===== config.mk =====
export PLATFORM = sky130hd
export DESIGN_NAME = sr_flag_bank
export DESIGN_NICKNAME = d
export VERILOG_FILES = /design/src/rtl/sr_bank_pkg.sv /design/src/rtl/sr_cell.sv /design/src/rtl/sr_flag_bank.sv
export SDC_FILE = /design/constraint.sdc
export NUM_CORES = 1
export LEC_CHECK = 0
export BUFFER_PORTS_ARGS = -buffer_cell sky130_fd_sc_hd__buf_2
export CELL_PAD_IN_SITES_DETAIL_PLACEMENT = 1
export CELL_PAD_IN_SITES_GLOBAL_PLACEMENT = 2
export CORE_MARGIN = 2
export CORE_UTILIZATION = 26
export DETAILED_ROUTE_END_ITERATION = 10
export PLACE_DENSITY_LB_ADDON = 0.1
export SYNTH_ARGS = -nofsm -noshare
export SYNTH_HDL_FRONTEND = slang
export SYNTH_SLANG_ARGS = --single-unit

===== constraint.sdc =====
create_clock -name clk -period 3.8 [get_ports clk]
set_input_delay 0.19 -clock clk [delete_from_list [all_inputs] [get_ports clk]]
set_output_delay 0.19 -clock clk [all_outputs]
set_load 0.02 [all_outputs]

===== src/rtl/sr_bank_pkg.sv =====
// Shared constants for the set/reset flag bank: conflict-resolution modes,
// input sensitivity modes and the per-channel next-state resolver.
package sr_bank_pkg;

  localparam int RESET_WINS = 0;
  localparam int SET_WINS   = 1;
  localparam int HOLD       = 2;
  localparam int TOGGLE     = 3;

  localparam int LEVEL       = 0;
  localparam int RISING_EDGE = 1;

  // Next channel state from effective set/reset and the current state.
  function automatic logic resolve_next(input logic es, input logic er,
                                        input logic q, input int prio);
    logic nq;
    nq = q;
    if (es && !er) begin
      nq = 1'b1;
    end else if (er && !es) begin
      nq = 1'b0;
    end else if (es && er) begin
      case (prio)
        RESET_WINS: nq = 1'b0;
        SET_WINS:   nq = 1'b1;
        HOLD:       nq = q;
        TOGGLE:     nq = ~q;
        default:    nq = 1'b0;
      endcase
    end
    return nq;
  endfunction

endpackage


===== src/rtl/sr_cell.sv =====
// One set/reset channel: optional rising-edge detection on s/r, registered
// state, registered transition pulses and a sticky conflict flag.
module sr_cell
  import sr_bank_pkg::*;
#(
  parameter int   PRIORITY  = RESET_WINS,
  parameter int   EDGE_MODE = LEVEL,
  parameter logic INIT      = 1'b0
) (
  input  logic clk,
  input  logic rst,
  input  logic s,
  input  logic r,
  input  logic clr_conflict,
  output logic q,
  output logic q_rise,
  output logic q_fall,
  output logic conflict
);

  logic q_q, q_d;
  logic s_d_q, s_d_d;
  logic r_d_q, r_d_d;
  logic q_rise_q, q_rise_d;
  logic q_fall_q, q_fall_d;
  logic conflict_q, conflict_d;
  logic es, er;

  always_comb begin
    es         = s;
    er         = r;
    s_d_d      = s;
    r_d_d      = r;
    q_d        = q_q;
    q_rise_d   = 1'b0;
    q_fall_d   = 1'b0;
    conflict_d = conflict_q;

    if (EDGE_MODE == RISING_EDGE) begin
      es = s & ~s_d_q;
      er = r & ~r_d_q;
    end

    q_d      = resolve_next(es, er, q_q, PRIORITY);
    // Pulses are registered alongside q so they line up with the new value.
    q_rise_d = q_d & ~q_q;
    q_fall_d = ~q_d & q_q;
    // A fresh conflict beats a simultaneous clear.
    conflict_d = (es & er) | (conflict_q & ~clr_conflict);
  end

  always_ff @(posedge clk) begin
    if (rst) begin
      q_q        <= INIT;
      s_d_q      <= 1'b0;
      r_d_q      <= 1'b0;
      q_rise_q   <= 1'b0;
      q_fall_q   <= 1'b0;
      conflict_q <= 1'b0;
    end else begin
      q_q        <= q_d;
      s_d_q      <= s_d_d;
      r_d_q      <= r_d_d;
      q_rise_q   <= q_rise_d;
      q_fall_q   <= q_fall_d;
      conflict_q <= conflict_d;
    end
  end

  assign q        = q_q;
  assign q_rise   = q_rise_q;
  assign q_fall   = q_fall_q;
  assign conflict = conflict_q;

endmodule


===== src/rtl/sr_flag_bank.sv =====
// Bank of WIDTH independent set/reset flags with shared population count
// and any-set summary derived combinationally from q.
module sr_flag_bank
  import sr_bank_pkg::*;
#(
  parameter int               WIDTH     = 8,
  parameter int               PRIORITY  = RESET_WINS,
  parameter int               EDGE_MODE = LEVEL,
  parameter logic [WIDTH-1:0] INIT      = '0,
  localparam int              CNT_W     = $clog2(WIDTH + 1)
) (
  input  logic             clk,
  input  logic             rst,
  input  logic [WIDTH-1:0] s,
  input  logic [WIDTH-1:0] r,
  input  logic [WIDTH-1:0] clr_conflict,
  output logic [WIDTH-1:0] q,
  output logic [WIDTH-1:0] qbar,
  output logic [WIDTH-1:0] q_rise,
  output logic [WIDTH-1:0] q_fall,
  output logic [WIDTH-1:0] conflict,
  output logic             any_q,
  output logic [CNT_W-1:0] ones_cnt
);

  for (genvar i = 0; i < WIDTH; i++) begin : g_cell
    sr_cell #(
      .PRIORITY  (PRIORITY),
      .EDGE_MODE (EDGE_MODE),
      .INIT      (INIT[i])
    ) u_cell (
      .clk          (clk),
      .rst          (rst),
      .s            (s[i]),
      .r            (r[i]),
      .clr_conflict (clr_conflict[i]),
      .q            (q[i]),
      .q_rise       (q_rise[i]),
      .q_fall       (q_fall[i]),
      .conflict     (conflict[i])
    );
  end

  assign qbar  = ~q;
  assign any_q = |q;

  always_comb begin
    ones_cnt = '0;
    for (int i = 0; i < WIDTH; i++) begin
      ones_cnt = ones_cnt + CNT_W'(q[i]);
    end
  end

endmodule


### Word-level counts from Yosys, hierarchy flattened

Index checks and enable logic that the tools add are counted.
W data, S select, Z words.

* bits in registers: 32
* output and inout bits: 45
* word-level logic and storage cells: 169

* $add $sub $neg: 7
* mux-type cells: 24
* bitwise logic cells: 65
* reductions and logical operators: 41

Operator list (number)
* $and A1 B1 Y1: 32
* $logic_and A1 B1 Y1: 24
* $mux W1: 24
* $not A1 Y1: 24
* $add A4 B1 Y4: 4
* $logic_not A1 Y1: 16
* $not A8 Y8: 1
* $or A1 B1 Y1: 8
* $reduce_or A8 Y1: 1
* $add A3 B1 Y4: 1
* $add A2 B1 Y3: 1
* $add A1 B1 Y2: 1

### Depth between registers and ports, before layout

* word-level depth: 7
* gate-level depth with buffers: 9
* depth with buffers taken out: 9

### Cells and area by module

Synthesis repeated with hierarchy kept, for this count alone.

* cells, all modules: 124
* area total of the unflattened synthesis: 1229.9 um^2

Modules (own cells, without submodules)
* sr_cell: times used 8, cells each 12, area an instance 126.4 um^2, seq. area each 80.1 um^2
* sr_flag_bank: times used 1, cells each 28, area an instance 219.0 um^2, seq. area each 0.0 um^2

### Least setup slack after synthesis

OpenSTA, ideal clock, no wires.

* path type: register to output
* start: register g_cell[0].u_cell.q_q
* end: output port ones_cnt[2]
* arrival time: 3.055 ns
* data required time: 3.610 ns
* path slack: 0.555 ns
* stages on the path, launching flop included: 10
* path buffers: 0
* cell sequence: dfxtp_1 -> inv_1 -> fa_1 -> fa_1 -> fa_1 -> inv_1 -> ha_1 -> inv_1 -> fa_1 -> xnor2_1

* cells in the longest elaborated chain, start to end: 7

RTL lines
* from (decl): line sr_cell.sv:21 `logic q_q, q_d;`
* from (signal assigned): line sr_cell.sv:61 `q_q <= q_d;`
* $add A1 B1 Y2: line sr_flag_bank.sv:50 `ones_cnt = ones_cnt + CNT_W'(q[i]);`
* $add A2 B1 Y3: line sr_flag_bank.sv:50
* $add A3 B1 Y4: line sr_flag_bank.sv:50
* $add A4 B1 Y4 (4 in series): line sr_flag_bank.sv:50
* to (decl): line sr_flag_bank.sv:23 `output logic [CNT_W-1:0] ones_cnt`

No other way between the ends.

### Final worst setup path

* start: register g_cell[0].u_cell.q_q
* end: output port ones_cnt[1]

Same word-level chain as after synthesis.

==> metrics.md <==
| Metric | Value |
|---|---|
| Compound-Gate Fraction of Synth Area | `2.98%` |
| Gr busiest metal | `met2` |
| Nets | `236` |
| Post-CTS Repair Setup Buffers | `0` |
| Hold WC Path Type | `in -> reg` |
| Synth Area in XOR/XNOR | `0.579%` |
| Mux cell area share after synthesis | `0%` |
| Largest family of logic cells by synthesized area | `simple AND/OR/NAND/NOR gates` |
| Fin worst setup slack | `260 ps` |
| Pin count of the biggest net entering global routing | `33` |
| Area contributors post-synth | `dfxtp_1, buf_4, nor4_4` |
| TritonCTS Buffers | `5` |
| Initial core utilization | `27.2%` |
| Met2 global-route usage | `18.3%` |
| Post-synthesis cell area | `1510 sq um` |
| CTS clk-pin slew, worst paths | `60 ps` |
| CTS sink cnt | `32` |
| Final min period | `3540 ps` |
| Critical Path, Cell by Cell | `inv_1, fa_1, fa_1, fa_1, inv_1, ha_1, inv_1, fa_1, inv_1, buf_2` |
| ANT cells | `0` |
| Clock tree buffer depth | `2` |
| First-pass GRT wire length | `5.57 mm` |
| Post-DP HPWL | `2.75 mm` |
| Worst Path Required | `3610 ps` |
| Adder-cell share of the synthesized area | `8.60%` |
| Routing usage on met1 | `14.1%` |
| FF-to-FF path depth | `2` |
| Initial antenna violation count | `0` |
| Max-Cap Viols | `0` |
| M3 GR Usage | `4.38%` |
| Syn avg cell area | `9.46 sq um` |
| TritonCTS clock tree | `built` |
| Top_reg_cell synth | `dfxtp_1` |
| Cells after Synth | `160` |
| WHS Path Cells | `2` |
| Slowest Stage Delay on Critical Path | `580 ps` |
| EDFF count, synth | `0` |
| Design area | `1780 sq um` |
| Core Box Area | `5570 sq um` |
| Routed len/inst | `12.4 um` |
| Post-DRT Antenna Nets | `0` |
| Dpl ws | `510 ps` |
| Startpoint class of the critical path | `register` |
| Core Util, Final | `32.0%` |
| Fin crit share | `93.2%` |
| #FFs+latches synth | `32` |
| Post-synth top cells | `buf_4, dfxtp_1, nor2_1` |
| Sequential area share after synthesis | `42.3%` |
| Fin Setup TNS | `0 ps` |
| Vias | `1104` |
| Critical Setup Path Class | `reg -> out` |
| Pwr dens | `429 nW/um^2` |
| Clock Root Buffer | `clkbuf_8` |
| FF-to-FF End | `g_cell[2].u_cell.q` |
| RSZ-0062 raised after global routing | `no` |
| Port bufs | `70` |
| Asr flop ratio synth | `0%` |
| Leading area contributor after synthesis | `dfxtp_1` |
| Grt ovf | `0` |
| Top cell type's share of synthesized area | `42.3%` |
| Hold Path End | `g_cell[5].u_cell.q_rise` |
| Number of global-route vias before repair | `1132` |
| Synthesis-to-finish area growth | `17.8%` |
| Cts repair resizes | `0` |
| Final Power | `764 uW` |
| Rel. slew slack | `49.0%` |
| Clock Latency Late Sink | `270 ps` |
| Std cell rows | `27` |
| H-tree levels | `2` |
| Crit end category | `output pin` |
| Reg-to-Reg Start | `g_cell[2].u_cell.q` |
| Area of the die | `6450 sq um` |
| Layout cells sized above 1 | `40.4%` |
| Skew final | `1.06 ps` |
| Status | `finished clean` |
| Gpl congestion | `0.687` |
| Slew Viols, Final | `0` |
| Pre-antenna DRT Iters | `4` |
| Slew @ Worst Pin | `765 ps` |
| Synth warn | `0` |
| Tot GR Track Use | `11.5%` |
| Register-to-Register Setup Slack | `2910 ps` |
| Leakage | `0.843 nW` |
| Post-DP Area | `1690 sq um` |
| CP Max Fanout | `5` |
| CP max-delay cell | `fa_1` |
| Die height | `80.3 um` |
| CTS Hold Bufs | `0` |
| Synth Area in Simple Gates | `24.5%` |
| Initial DRC count | `29` |
| Die W | `80.3 um` |
| Synth cell types | `17` |
| Worst IR drop on VDD | `0.139 mV` |
| Final WL | `3.42 mm` |
| Io pins | `71` |
| DRC | `0` |
| Final setup vio count | `0` |
| Fmax | `282 MHz` |
| Net Count, Synth | `194` |
| Critical Path AT | `3350 ps` |
| Fin. Hold Viols | `0` |
| Hold Crit Start | `r[5]` |
| Vias per cell | `4.01` |
-- critical path, delay by kind of cell, from the launching register on --
kind       cells  cell delay, ps
buf+inv        5             460
fa+ha+maj      5            2170
flops          1             440
-- flip-flops by register name (all words and copies together) (netlist names) --
signal,cells
g_cell.u_cell.q_fall,8
g_cell.u_cell.q_rise,8
g_cell.u_cell.q,8
g_cell.u_cell.conflict,8
-- kinds of logic (layout without fill, tap and decap cells) --
kind of cell	count (synthesis)	in the layout
fa+ha+maj	8	8
xor+xnor	1	1
simple gates	60	60
compound gates	9	9
buf+inv	50	93
flops	32	32
-- layout by cell type, fill, tap and decap left out, types with 2 or more instances in the layout --
master    instances
buf_2            70
dfxtp_1          32
nor2_1           17
nand2_1          16
inv_1            15
nor3_1            9
a21oi_1           9
nand2b_1          8
nor4_4            6
clkbuf_8          6
fa_1              4
ha_1              4
nor4_1            2
clkbuf_1          2
-- cell type report --
| cell class | count | area, sq um |
|---|---|---|
| clock buffers | 8 | 90.1 |
| fillers | 686 | 3790 |
| inverters | 15 | 56.3 |
| multi-input cells | 78 | 556 |
| flip-flops and latches | 32 | 641 |
| well taps | 72 | 90.1 |
| repair buffers | 70 | 350 |
-- layer usage --
metal | share of wire, % | routed length [um] | vias to the layer above
li1 | - | - | 556
met1 | 42 | 1430 | 501
met2 | 49 | 1690 | 42
met3 | 7.4 | 252 | 5
met4 | 1.3 | 46 | 0
met5 | 0 | 0 | -
-- where the power goes --
part	switching, mW	internal (mW)	total, mW	leakage, nW
Sequential	0.0113	0.350	0.361	0.262
Clock	0.116	0.148	0.263	0.0455
Combinational	0.0890	0.0511	0.140	0.535
Total	0.216	0.549	0.764	0.843
-- metrics by stage --
stage / std cells / hold slack (ps)
floorplan: 160 / 264
global placement: 267 / 408
detailed placement: 267 / 409
CTS: 275 / 112
global route: 275 / 127
finish: 275 / 124
-- worst max-delay path by stage --
stage,start,to,slack [ps],depth (start not counted)
floorplan,g_cell[0].u_cell.q,ones_cnt[2],560,9
global placement,g_cell[0].u_cell.q,ones_cnt[1],620,10
detailed placement,g_cell[0].u_cell.q,ones_cnt[2],510,10
CTS,g_cell[0].u_cell.q,ones_cnt[2],200,10
global route,g_cell[0].u_cell.q,ones_cnt[2],40,10
finish,g_cell[0].u_cell.q,ones_cnt[1],260,10
Note: power is estimated with default switching activity, not from simulation.
